--- config.mk ---
export PLATFORM = sky130hd
export DESIGN_NAME = acc_unit
export DESIGN_NICKNAME = d
export VERILOG_FILES = /design/src/rtl/acc_pkg.sv /design/src/rtl/acc_unit_popcount.sv /design/src/rtl/acc_unit.sv
export SDC_FILE = /design/constraint.sdc
export NUM_CORES = 1
export LEC_CHECK = 0
export ABC_CLOCK_PERIOD_IN_PS = 3800
export BUFFER_PORTS_ARGS = -buffer_cell sky130_fd_sc_hd__buf_2
export CORE_ASPECT_RATIO = 1.25
export CORE_UTILIZATION = 45
export CTS_CLUSTER_SIZE = 16
export DETAILED_ROUTE_END_ITERATION = 8
export GPL_TIMING_DRIVEN = 0
export PLACE_DENSITY = 0.76
export SETUP_SLACK_MARGIN = 0.05
export SLEW_MARGIN = 10
export SYNTH_ARGS = -nofsm -noshare
export SYNTH_HDL_FRONTEND = slang
export SYNTH_HIERARCHICAL = 1
export SYNTH_SLANG_ARGS = --single-unit
export TNS_END_PERCENT = 100
--- constraint.sdc ---
create_clock -name clk_i -period 3.8 [get_ports clk_i]
set_clock_uncertainty 0.1 [all_clocks]
set_input_delay 0.19 -clock clk_i [delete_from_list [all_inputs] [get_ports clk_i]]
set_output_delay 0.19 -clock clk_i [all_outputs]
set_load 0.1 [all_outputs]
--- src/rtl/acc_pkg.sv ---
// Shared CiM datapath definitions: accumulator FSM states and ALU kind codes.
// Also imported by the ALU so both ends agree on the ALU_KIND encoding.
package acc_pkg;

   typedef enum logic [1:0] {
      IDLE = 2'd0,
      ACC  = 2'd1,
      DONE = 2'd2
   } state_t;

   localparam int ALU_XNOR = 0;
   localparam int ALU_MUL  = 1;

   function automatic int pop_width(input int data_width);
      return $clog2(data_width + 1);
   endfunction

endpackage

--- src/rtl/acc_unit_popcount.sv ---
// Combinational popcount of one ALU beat, zero latency, no flow control.
// Output width is just wide enough to hold DATA_WIDTH itself.
module popcount_unit
   import acc_pkg::*;
#(
   parameter int DATA_WIDTH = 32,
   parameter int CNT_WIDTH  = pop_width(DATA_WIDTH)
) (
   input  logic [DATA_WIDTH-1:0] data,
   output logic [CNT_WIDTH-1:0]  count
);

   always_comb begin
      count = '0;
      for (int i = 0; i < DATA_WIDTH; i++) begin
         count = count + CNT_WIDTH'(data[i]);
      end
   end

endmodule

--- src/rtl/acc_unit.sv ---
// Reduces a job of len_i ALU beats into one dot-product result; result valid 1 cycle after the last beat.
// Beats stall on data_ready_o outside ACC; result is held in DONE until res_ready_i. Optional: ACC_SAT_EN.
module acc_unit
   import acc_pkg::*;
#(
   parameter int DATA_WIDTH = 32,
   parameter int ALU_KIND   = 0,
   parameter int ACC_WIDTH  = 48,
   parameter int LEN_WIDTH  = 8
) (
   input  logic                  clk_i,
   input  logic                  rst_n_i,
   input  logic                  start_i,
   input  logic [LEN_WIDTH-1:0]  len_i,
   input  logic                  data_valid_i,
   input  logic [DATA_WIDTH-1:0] data_i,
   output logic                  data_ready_o,
   output logic                  res_valid_o,
   input  logic                  res_ready_i,
   output logic [ACC_WIDTH-1:0]  res_o,
   output logic                  busy_o
);

   localparam int CNT_WIDTH = pop_width(DATA_WIDTH);

   state_t               state;
   logic [ACC_WIDTH-1:0] acc;
   logic [LEN_WIDTH-1:0] count;
   logic [ACC_WIDTH-1:0] term;
   logic [ACC_WIDTH-1:0] sum;
   logic [ACC_WIDTH-1:0] acc_next;

   generate
      if (ALU_KIND == ALU_XNOR) begin : g_xnor
         logic [CNT_WIDTH-1:0] pop;
         popcount_unit #(
            .DATA_WIDTH (DATA_WIDTH),
            .CNT_WIDTH  (CNT_WIDTH)
         ) u_popcount (
            .data  (data_i),
            .count (pop)
         );
         assign term = {{(ACC_WIDTH-CNT_WIDTH){1'b0}}, pop};
      end else if (ALU_KIND == ALU_MUL) begin : g_mul
         assign term = {{(ACC_WIDTH-DATA_WIDTH){data_i[DATA_WIDTH-1]}}, data_i};
      end else begin : g_none
         assign term = '0;
      end
   endgenerate

   assign sum = acc + term;

`ifdef ACC_SAT_EN
   logic                 sat;
   logic                 sat_hit;

   // Overflow is judged on the wrapped sum: unsigned carry for popcounts, sign flip for signed beats.
   always_comb begin
      sat_hit  = 1'b0;
      acc_next = sum;
      if (ALU_KIND == ALU_XNOR) begin
         if (sum < acc) begin
            sat_hit  = 1'b1;
            acc_next = '1;
         end
      end else if (ALU_KIND == ALU_MUL) begin
         if ((acc[ACC_WIDTH-1] == term[ACC_WIDTH-1]) && (sum[ACC_WIDTH-1] != acc[ACC_WIDTH-1])) begin
            sat_hit  = 1'b1;
            acc_next = acc[ACC_WIDTH-1] ? {1'b1, {(ACC_WIDTH-1){1'b0}}}
                                        : {1'b0, {(ACC_WIDTH-1){1'b1}}};
         end
      end
   end
`else
   assign acc_next = sum;
`endif

   always_ff @(posedge clk_i or negedge rst_n_i) begin
      if (!rst_n_i) begin
         state        <= IDLE;
         acc          <= '0;
         count        <= '0;
         data_ready_o <= 1'b0;
         res_valid_o  <= 1'b0;
         busy_o       <= 1'b0;
`ifdef ACC_SAT_EN
         sat          <= 1'b0;
`endif
      end else begin
         case (state)
            IDLE: begin
               if (start_i) begin
                  acc    <= '0;
                  busy_o <= 1'b1;
`ifdef ACC_SAT_EN
                  sat    <= 1'b0;
`endif
                  if (len_i != '0) begin
                     count        <= len_i;
                     data_ready_o <= 1'b1;
                     state        <= ACC;
                  end else begin
                     res_valid_o  <= 1'b1;
                     state        <= DONE;
                  end
               end
            end
            ACC: begin
               if (data_valid_i) begin
`ifdef ACC_SAT_EN
                  // Once pinned at a rail the accumulator ignores the rest of the job.
                  if (!sat) begin
                     acc <= acc_next;
                     sat <= sat_hit;
                  end
`else
                  acc <= acc_next;
`endif
                  count <= count - LEN_WIDTH'(1);
                  if (count == LEN_WIDTH'(1)) begin
                     data_ready_o <= 1'b0;
                     res_valid_o  <= 1'b1;
                     state        <= DONE;
                  end
               end
            end
            DONE: begin
               if (res_ready_i) begin
                  res_valid_o <= 1'b0;
                  busy_o      <= 1'b0;
                  state       <= IDLE;
               end
            end
            default: begin
               data_ready_o <= 1'b0;
               res_valid_o  <= 1'b0;
               busy_o       <= 1'b0;
               state        <= IDLE;
            end
         endcase
      end
   end

   assign res_o = acc;

endmodule
==> impl_metrics.json, run 1 <==
{
  "slew_violations": 0,
  "period_needed_ns": 5.89,
  "max_freq_mhz": 170,
  "fp-row-count": 39,
  "core_area_um2": 9270,
  "antenna_found_initial": 0,
  "cts_tree": "done",
  "cts-htree-levels": 3,
  "root_buffer": "clkbuf_16",
  "endpoint_kind": "flop",
  "start_util_pct": 46.9,
  "period_share_pct": 155,
  "path_max_fanout": 5,
  "cpMostUsedCell": "fa_1",
  "violations": "negative setup slack",
  "syn_area_per_cell_um2": 9.05,
  "wl_per_cell_um": 17.0,
  "pwr-share-comb_pct": 73.9,
  "post-place-ws_ns": -2.56,
  "dieArea_um2": 10100,
  "status": "finished with violations",
  "portBuffers": 95,
  "syn_nets": 566,
  "arrival_ns": 5.98,
  "ys_warn_count": 6,
  "worst_slack_ns": -2.09,
  "clk_latency_ns": 0.33,
  "crit_path_start_kind": "primary input",
  "drive_gt1_share_pct": 35.1,
  "cp_num_buf_inv": 8,
  "clkSinkCount": 61,
  "critPathCapture": "res_o[31]",
  "power.leakage_nw": 2.71,
  "synth_area_um2": 4350,
  "crit_path_top_delay_cell": "fa_1",
  "crit_chain": "buf_6 > fa_1 > inv_1 > fa_1 > inv_2 > fa_1 > inv_1 > fa_1 > fa_1 > fa_1 > inv_2 > ha_4 > buf_4 > a21o_1 > a21oi_2 > xnor2_1 > ha_1 > o21ai_4 > nor3_4 > buf_6 > o211ai_1 > clkbuf_8 > o31ai_1 > a21oi_2",
  "p_seq_share_pct": 13.3,
  "critical_path_depth": 24,
  "netlist_instances": 480,
  "grt_overflow": 0,
  "cp-startpoint": "data_i[20]",
  "final_nets": 699,
  "ios": 96,
  "num_vias": 4317,
  "seqCellArea_um2": 1530,
  "track_usage_pct": 24.6,
  "place.gp.congestion": 0.908,
  "hold_viol_final": 0,
  "clkPwrFrac_pct": 12.8,
  "ys_seq_elements": 61,
  "worst_pin_slew_ns": 0.912,
  "cellPowerDensity_nw_per_um2": 1050,
  "synth_edf_count": 0,
  "yosysSeqAreaShare_pct": 35.1,
  "drv_cap": 0,
  "dieHeight_um": 112,
  "async_reset_ff_share_pct": 100,
  "hp-class": "primary input to flop",
  "power.internal_mw": 3.36,
  "cts_made_buffers": 9,
  "max_stage_delay_ns": 0.53,
  "insertedDiodeCount": 0,
  "crit_family": "adder cells",
  "nFillCells": 736,
  "path_clk_slew_ns": 0.05,
  "synth_cell_type_count": 48,
  "synth_ff_type": "dfrtp_1",
  "dp_hpwl_mm": 8.13,
  "ant_nets": 0,
  "p_switching_mw": 2.95,
  "grt_start_max_net_pins": 62,
  "r2r_slack_ns": 0.74,
  "vias_per_cell": 5.85,
  "first_global_vias": 4353,
  "crit_type": "primary input to flop",
  "syn2layout_area_growth_pct": 38.4,
  "r2r_cells": 5,
  "routed_wl_mm": 12.6,
  "drtPass1Iterations": 5,
  "total_power_mw": 6.31,
  "cp.required_ns": 3.89,
  "irDropWorstVdd_uv": 719,
  "reg2reg_to": "res_o[44]",
  "r2r-start": "res_o[23]",
  "finalSetupViolCount": 48,
  "die_x_um": 89.9,
  "clockBufferDepth": 2,
  "p_sw_share_pct": 46.8,
  "multi_input_area_um2": 2960,
  "max_slew_margin_pct": 38.7,
  "grt_pass1_wl_mm": 20.0,
  "drt_iter0_drc": 223,
  "drc": 0,
  "rsz0062_at_grt": "yes"
}
## power by group through the flow
stage	Clock, mW	Combinational, mW	Sequential, mW
2_1_floorplan	0	2.26	1.11
3_3_place_gp	0	2.98	0.836
3_5_place_dp	0	3.10	0.840
4_1_cts	0.814	3.57	0.834
5_1_grt	0.844	5.00	0.854
6_report	0.805	4.66	0.841
## flip-flops by register name, indices dropped and copies added (netlist names)
| register | count |
|---|---|
| data_ready_o | 1 |
| state | 2 |
| res_o | 48 |
| res_valid_o | 1 |
| busy_o | 1 |
| count | 8 |
## worst min path at each step
stage | startpoint | endpoint | slack [ns] | depth (start not counted)
4_1_cts | len_i[0] | count[0] | 0.03 | 3
6_report | len_i[0] | count[0] | 0.04 | 3
3_5_place_dp | rst_n_i | res_o[30] | 0.23 | 1
3_3_place_gp | len_i[0] | count[0] | 0.37 | 3
5_1_grt | len_i[0] | count[0] | 0.05 | 3
2_1_floorplan | rst_n_i | busy_o | -0.21 | 0
## cell usage after synthesis, types with 2 or more instances
library cell	instances	area [um2]
and4_1	2	17.5
nor2_1	23	86.3
o21ai_0	30	150
fa_1	25	500
o31ai_1	16	120
a211oi_1	2	15.0
nor4_1	8	50.1
a21o_1	2	15.0
or4b_1	2	20.0
buf_6	3	33.8
inv_1	71	267
nand3b_1	2	15.0
xnor2_1	4	35.0
nand3_1	16	80.1
nor3_1	5	25.0
o211ai_1	7	52.6
o2111ai_1	5	43.8
a21oi_1	49	245
clkbuf_1	10	37.5
or3_1	14	87.6
xor2_1	12	105
nor2b_1	2	12.5
a21oi_2	2	17.5
nand4_1	9	56.3
nand2_1	31	116
o41ai_1	4	35.0
a22oi_1	2	15.0
or4_1	15	113
ha_1	16	200
nand2b_1	5	31.3
o2111a_1	2	22.5
dfrtp_1	61	1530
o2bb2ai_1	4	35.0
and3_1	5	31.3
## cells in the final DEF, fill, tap and decap left out, types with 9 or more instances in the layout
cell type and count:
nand3_1 14, nand2_1 29, nand4_1 9, or4_1 10, buf_4 18, nor2_1 23, o31ai_1 11, ha_1 10
clkbuf_16 9, a21oi_1 37, a21oi_2 12, dfrtp_1 61, buf_2 94, o21ai_0 19, xor2_1 11, or3_1 12
fa_1 21, inv_1 65, buf_6 10
## per-stage QoR
step	std cells	hold WS, ns	area [um2]	utilization [%]	setup TNS (ns)
after floorplan	480	-0.206	4450	-	-82.21
after global placement	698	0.368	5080	54.8	-101.27
after detailed placement	698	0.234	5080	54.8	-104.00
after CTS	732	0.0324	5720	61.7	-85.21
after global routing	738	0.0545	6010	64.9	-94.12
final	738	0.0379	6010	64.9	-86.11
## final cells by class
| class | instances | area share (%) |
|---|---|---|
| sequential | 61 | 25.4 |
| timing repair buffer | 120 | 11.9 |
| inverter | 71 | 4.43 |
| clock buffer | 11 | 4.20 |
| clock inverter | 2 | 0.582 |
| buffer | 15 | 1.77 |
| tap | 123 | 2.56 |
| multi-input combinational | 335 | 49.2 |
## kinds of logic (layout without fill, tap and decap cells)
family          after synthesis  after routing  share of synthesized area [%]
compound gates              134            135                           19.8
xor+xnor                     16             16                           3.22
fa+ha+maj                    41             41                           16.1
buf+inv                      86            219                           8.06
flops                        61             61                           35.1
simple gates                142            143                           17.7
## tightest hold or removal path, stage by stage
cell      delay (ns)
buf_2           0.09
nand3_1         0.06
o211ai_1        0.08
## metal layers
metal | global-route usage [%] | part of all wire, %
met5 | 0 | 0
met4 | 12.2 | 3.5
met3 | 4.37 | 6.0
met2 | 43.2 | 53
met1 | 28.9 | 38
## repair_timing
action	CTS	global route
hold endpoints to repair	61	0
pin swaps	26	30
gates cloned	5	0
endpoints found under the setup margin	48	48
resized for setup	38	48
buffers inserted	15	7
hold buffers	1	0
No activity file was read; power rests on OpenSTA's default activity.
==> inputs of run 2 (changes only) <==
--- a/config.mk
+++ b/config.mk
@@ -8,11 +8,12 @@
 export ABC_CLOCK_PERIOD_IN_PS = 3800
 export BUFFER_PORTS_ARGS = -buffer_cell sky130_fd_sc_hd__buf_2
 export CORE_ASPECT_RATIO = 1.25
-export CORE_UTILIZATION = 45
+export CORE_UTILIZATION = 30
 export CTS_CLUSTER_SIZE = 16
 export DETAILED_ROUTE_END_ITERATION = 8
+export GPL_ROUTABILITY_DRIVEN = 1
 export GPL_TIMING_DRIVEN = 0
-export PLACE_DENSITY = 0.76
+export PLACE_DENSITY = 0.57
 export SETUP_SLACK_MARGIN = 0.05
 export SLEW_MARGIN = 10
 export SYNTH_ARGS = -nofsm -noshare
==> impl_metrics.json, run 2 (synthesized netlist as in run 1, its figures left out) <==
{
  "status": "finished with violations",
  "violations": "negative setup slack",
  "p_switching_mw": 2.74,
  "use_met1_pct": 20.7,
  "drt_iter0_drc": 144,
  "tns_ns": -85.73,
  "dieHeight_um": 137,
  "place.gp.congestion": 0.852,
  "grt.met3_usage_pct": 2.62,
  "worst_pin_slew_ns": 1.06,
  "hp-class": "primary input to flop",
  "clk_latency_ns": 0.33,
  "layout_commonest_cell": "buf_2",
  "crit_type": "primary input to flop",
  "clkPwrFrac_pct": 14.2,
  "crit_path_start_kind": "primary input",
  "cellPowerDensity_nw_per_um2": 1040,
  "antenna_found_initial": 0,
  "grt_start_max_net_pins": 53,
  "rsz0062_at_grt": "yes",
  "cts-htree-levels": 3,
  "power.leakage_nw": 2.78,
  "final_core_util_pct": 43.5,
  "vias_per_cell": 5.26,
  "power.internal_mw": 3.56,
  "largest_reg_flops": 48,
  "drv_cap": 0,
  "hold_ws_ns": 0.0404,
  "dp_hpwl_mm": 8.96,
  "track_usage_pct": 17.7,
  "final_nets": 707,
  "pwr-share-comb_pct": 72.5,
  "routed_wl_mm": 12.5,
  "portBuffers": 95,
  "die_x_um": 110,
  "max_slew_margin_pct": 29.0,
  "r2r-start": "res_o[24]",
  "r2r_cells": 5,
  "insertedDiodeCount": 0,
  "whs_path_depth": 3,
  "clockBufferDepth": 2,
  "clkSinkCount": 61,
  "cts_tree": "done",
  "fp-row-count": 48,
  "cts_made_buffers": 9,
  "arrival_ns": 5.98,
  "ios": 96,
  "cp.required_ns": 3.95,
  "drtPass1Iterations": 4,
  "start_util_pct": 31.1,
  "period_share_pct": 153,
  "min_to": "count[0]",
  "max_freq_mhz": 172,
  "ant_nets": 0,
  "first_global_vias": 4309,
  "period_needed_ns": 5.82,
  "p_seq_share_pct": 13.3,
  "syn2layout_area_growth_pct": 40.0,
  "nFillCells": 1380,
  "drive_gt1_share_pct": 33.1,
  "grt_overflow": 0,
  "path_max_fanout": 6,
  "root_buffer": "clkbuf_16",
  "reg2reg_to": "res_o[44]",
  "slew_violations": 0,
  "grt_pass1_wl_mm": 20.6,
  "irDropWorstVdd_uv": 1510,
  "hold_viol_final": 0,
  "num_vias": 4211,
  "worst_slack_ns": -2.02,
  "use_met2_pct": 32.5,
  "wl_per_cell_um": 15.6,
  "endpoint_kind": "flop",
  "hp-start": "len_i[0]",
  "core_area_um2": 14000,
  "dieArea_um2": 15000,
  "path_clk_slew_ns": 0.05,
  "grt.busiest_layer": "met2",
  "r2r_slack_ns": 0.67,
  "finalSetupViolCount": 48,
  "final_cell_mix": "buf_2 (93), inv_1 (66), dfrtp_1 (61)",
  "p_sw_share_pct": 43.5,
  "drc": 0
}
## run 2: cell count changes in the layout (fill, tap and decap cells not counted), sizes merged
cell	previous run	this run
clkinv	1	3
clkbuf	22	20
buf	123	132
nand2	32	31
bufinv	1	2
bufbuf	0	1
clkinvlp	0	1
## run 2: worst max path at each step
stage	startpoint	to	depth (start not counted)	slack, ns
2_1_floorplan	data_i[20]	res_o[31]	23	-2.03
3_3_place_gp	data_i[20]	res_o[31]	24	-2.51
3_5_place_dp	data_i[3]	res_o[31]	22	-2.56
4_1_cts	data_i[20]	res_o[31]	25	-2.02
5_1_grt	data_i[20]	res_o[31]	25	-2.29
6_report	data_i[20]	res_o[31]	25	-2.02
## run 2: routing by layer
layer	wire length, um	share of wire (%)
met3	566	4.5
met1	5110	41
met4	239	1.9
met5	0	0
met2	6600	53
## run 2: critical path, cell delays in order
cell and delay [ns]:
buf_6 0.09, fa_1 0.54, inv_2 0.04, fa_1 0.49
inv_1 0.05, fa_1 0.47, inv_1 0.05, fa_1 0.46
fa_1 0.52, fa_1 0.43, inv_2 0.08, ha_4 0.13
inv_2 0.04, fa_2 0.33, nand2b_4 0.14, a21oi_2 0.12
xor2_1 0.08, ha_1 0.33, nand2_2 0.08, nor3_4 0.22
buf_12 0.15, o2111ai_4 0.18, buf_6 0.22, or4_4 0.41
a21oi_2 0.12
## run 2: power groups by stage
stage	sequential [mW]	combinational, mW	clock [mW]
2_1_floorplan	1.11	2.26	0
3_3_place_gp	0.839	3.04	0
3_5_place_dp	0.847	3.11	0
4_1_cts	0.840	4.41	0.919
5_1_grt	0.853	5.03	0.948
6_report	0.840	4.57	0.892
## run 2: metrics by stage
stage                     total power, mW  setup WS [ns]  instances  area [um2]
after detailed placement             3.95          -2.56        751        5170
final                                6.30          -2.02        801        6080
after global placement               3.88          -2.51        750        5140
after global routing                 6.83          -2.29        801        6080
after floorplan                      3.37          -2.03        480        4450
after CTS                            6.17          -2.02        796        5980
## run 2: area by class of cell
type	instances	area [um2]	share of cell area, %
Tap cell	175	219	3.60
Clock buffer	10	239	3.93
Clock inverter	6	86.3	1.42
Timing Repair Buffer	129	842	13.8
Multi-Input combinational cell	334	2800	46.0
Sequential cell	61	1530	25.1
Buffer	15	106	1.75
Inverter	71	267	4.38
## run 2: repair_timing
action,in CTS,in global routing
resized for setup,43,16
cloned,3,0
hold buffers,1,0
buffers inserted,25,5
hold endpoints to repair,61,0
endpoints found under the setup margin,48,48
pin swaps,37,11
==> inputs of run 3 (changes only) <==
--- a/config.mk
+++ b/config.mk
@@ -8,12 +8,12 @@
 export ABC_CLOCK_PERIOD_IN_PS = 3800
 export BUFFER_PORTS_ARGS = -buffer_cell sky130_fd_sc_hd__buf_2
 export CORE_ASPECT_RATIO = 1.25
-export CORE_UTILIZATION = 30
+export CORE_UTILIZATION = 42
 export CTS_CLUSTER_SIZE = 16
 export DETAILED_ROUTE_END_ITERATION = 8
 export GPL_ROUTABILITY_DRIVEN = 1
 export GPL_TIMING_DRIVEN = 0
-export PLACE_DENSITY = 0.57
+export PLACE_DENSITY = 0.72
 export SETUP_SLACK_MARGIN = 0.05
 export SLEW_MARGIN = 10
 export SYNTH_ARGS = -nofsm -noshare
==> impl_metrics.json, run 3 (synthesized netlist as in run 1, its figures left out) <==
{
  "cts-htree-levels": 3,
  "worst_slack_ns": -2.03,
  "final_nets": 695,
  "status": "finished with violations",
  "hold_viol_final": 0,
  "p_sw_share_pct": 46.1,
  "wl_per_cell_um": 16.7,
  "power.internal_mw": 3.07,
  "period_share_pct": 153,
  "routed_wl_mm": 12.4,
  "grt_start_max_net_pins": 62,
  "drv_cap": 0,
  "pwr-share-comb_pct": 68.6,
  "irDropWorstVdd_uv": 635,
  "start_util_pct": 43.2,
  "power.leakage_nw": 2.68,
  "p_switching_mw": 2.63,
  "drive_gt1_share_pct": 33.7,
  "cpMostUsedCell": "fa_1",
  "syn2layout_area_growth_pct": 36.5,
  "worst_pin_slew_ns": 0.876,
  "vias_per_cell": 5.76,
  "dieHeight_um": 116,
  "first_global_vias": 4259,
  "portBuffers": 95,
  "antenna_found_initial": 0,
  "cts_tree": "done",
  "tns_ns": -84.42,
  "clkPwrFrac_pct": 16.8,
  "violations": "negative setup slack",
  "ios": 96,
  "hp-class": "primary input to flop",
  "path_clk_slew_ns": 0.06,
  "arrival_ns": 5.98,
  "insertedDiodeCount": 0,
  "place.gp.congestion": 0.863,
  "slew_violations": 0,
  "drc": 0,
  "cellPowerDensity_nw_per_um2": 961,
  "nFillCells": 877,
  "core_area_um2": 10100,
  "grt_pass1_wl_mm": 20.1,
  "cts_made_buffers": 9,
  "p_seq_share_pct": 14.7,
  "path_max_fanout": 5,
  "final_cell_mix": "buf_2 (92), inv_1 (64), dfrtp_1 (61)",
  "post-place-ws_ns": -2.55,
  "clockBufferDepth": 2,
  "period_needed_ns": 5.83,
  "max_freq_mhz": 172,
  "fp-row-count": 41,
  "largest_reg_flops": 48,
  "ant_nets": 0,
  "grt_overflow": 0,
  "num_vias": 4276,
  "drt_iter0_drc": 339,
  "clkSinkCount": 61,
  "crit_path_top_delay_cell": "or4_4",
  "dp_hpwl_mm": 8.27,
  "max_stage_delay_ns": 0.58,
  "layout_commonest_cell": "buf_2",
  "endpoint_kind": "flop",
  "r2r_slack_ns": 0.78,
  "track_usage_pct": 23.8,
  "drtPass1Iterations": 4,
  "rsz0062_at_grt": "yes",
  "die_x_um": 93.0,
  "crit_path_start_kind": "primary input",
  "root_buffer": "clkbuf_16",
  "crit_type": "primary input to flop",
  "dieArea_um2": 10800,
  "cp.required_ns": 3.95,
  "clk_latency_ns": 0.33,
  "max_slew_margin_pct": 41.0,
  "final_core_util_pct": 59.0,
  "finalSetupViolCount": 48
}
-- run 3: cell type report --
cell class,count,area [um2],share of cell area (%)
buffer,15,106,1.79
timing repair buffer,117,689,11.6
clock buffer,12,246,4.15
inverter,71,267,4.49
multi-input combinational,334,2840,47.9
sequential,61,1530,25.7
clock inverter,4,95.1,1.60
tap,129,161,2.72
-- run 3: what timing repair did --
action | CTS | global route
hold buffers | 1 | 0
pin swaps | 30 | 19
gates cloned | 4 | 0
setup buffers | 16 | 3
gates resized for setup | 41 | 30
setup endpoints to repair | 48 | 48
hold endpoints to repair | 61 | 0
-- run 3: per-layer routing --
metal	wire length, um	up-vias	global-route usage, %
met4	363	0	11.6
met2	6700	133	43.4
li1	-	1969	-
met1	4780	2142	27.4
met5	0	-	0
met3	531	32	3.02
-- run 3: critical path, delay by kind of cell --
family          cells  cell delay [ns]
fa+ha+maj           9             3.72
simple gates        4             0.97
buf+inv             8             0.59
compound gates      3             0.42
xor+xnor            1             0.08
-- run 3: final timing paths --
check	start	to	cells past startpoint
max reg2reg	res_o[23]	res_o[44]	5
min reg2reg	busy_o	busy_o	2
max	data_i[20]	res_o[23]	25
max in group asynchronous	rst_n_i	res_o[46]	2
min	res_ready_i	busy_o	4
min in group asynchronous	rst_n_i	res_o[32]	2
-- run 3: power groups by stage --
stage	logic, mW	clock network (mW)	registers (mW)
6_report	3.91	0.956	0.837
5_1_grt	4.29	0.985	0.854
4_1_cts	3.61	0.961	0.834
3_5_place_dp	3.12	0	0.841
3_3_place_gp	3.00	0	0.837
2_1_floorplan	2.26	0	1.11
-- run 3: stage by stage --
stage | cell area (um2) | hold WS (ns) | instances | total power [mW]
after global routing | 5930 | 0.0798 | 743 | 6.13
after detailed placement | 5090 | 0.234 | 704 | 3.96
after CTS | 5780 | 0.0373 | 741 | 5.41
final | 5930 | 0.0396 | 743 | 5.70
after global placement | 5080 | 0.360 | 704 | 3.84
after floorplan | 4450 | -0.206 | 480 | 3.37
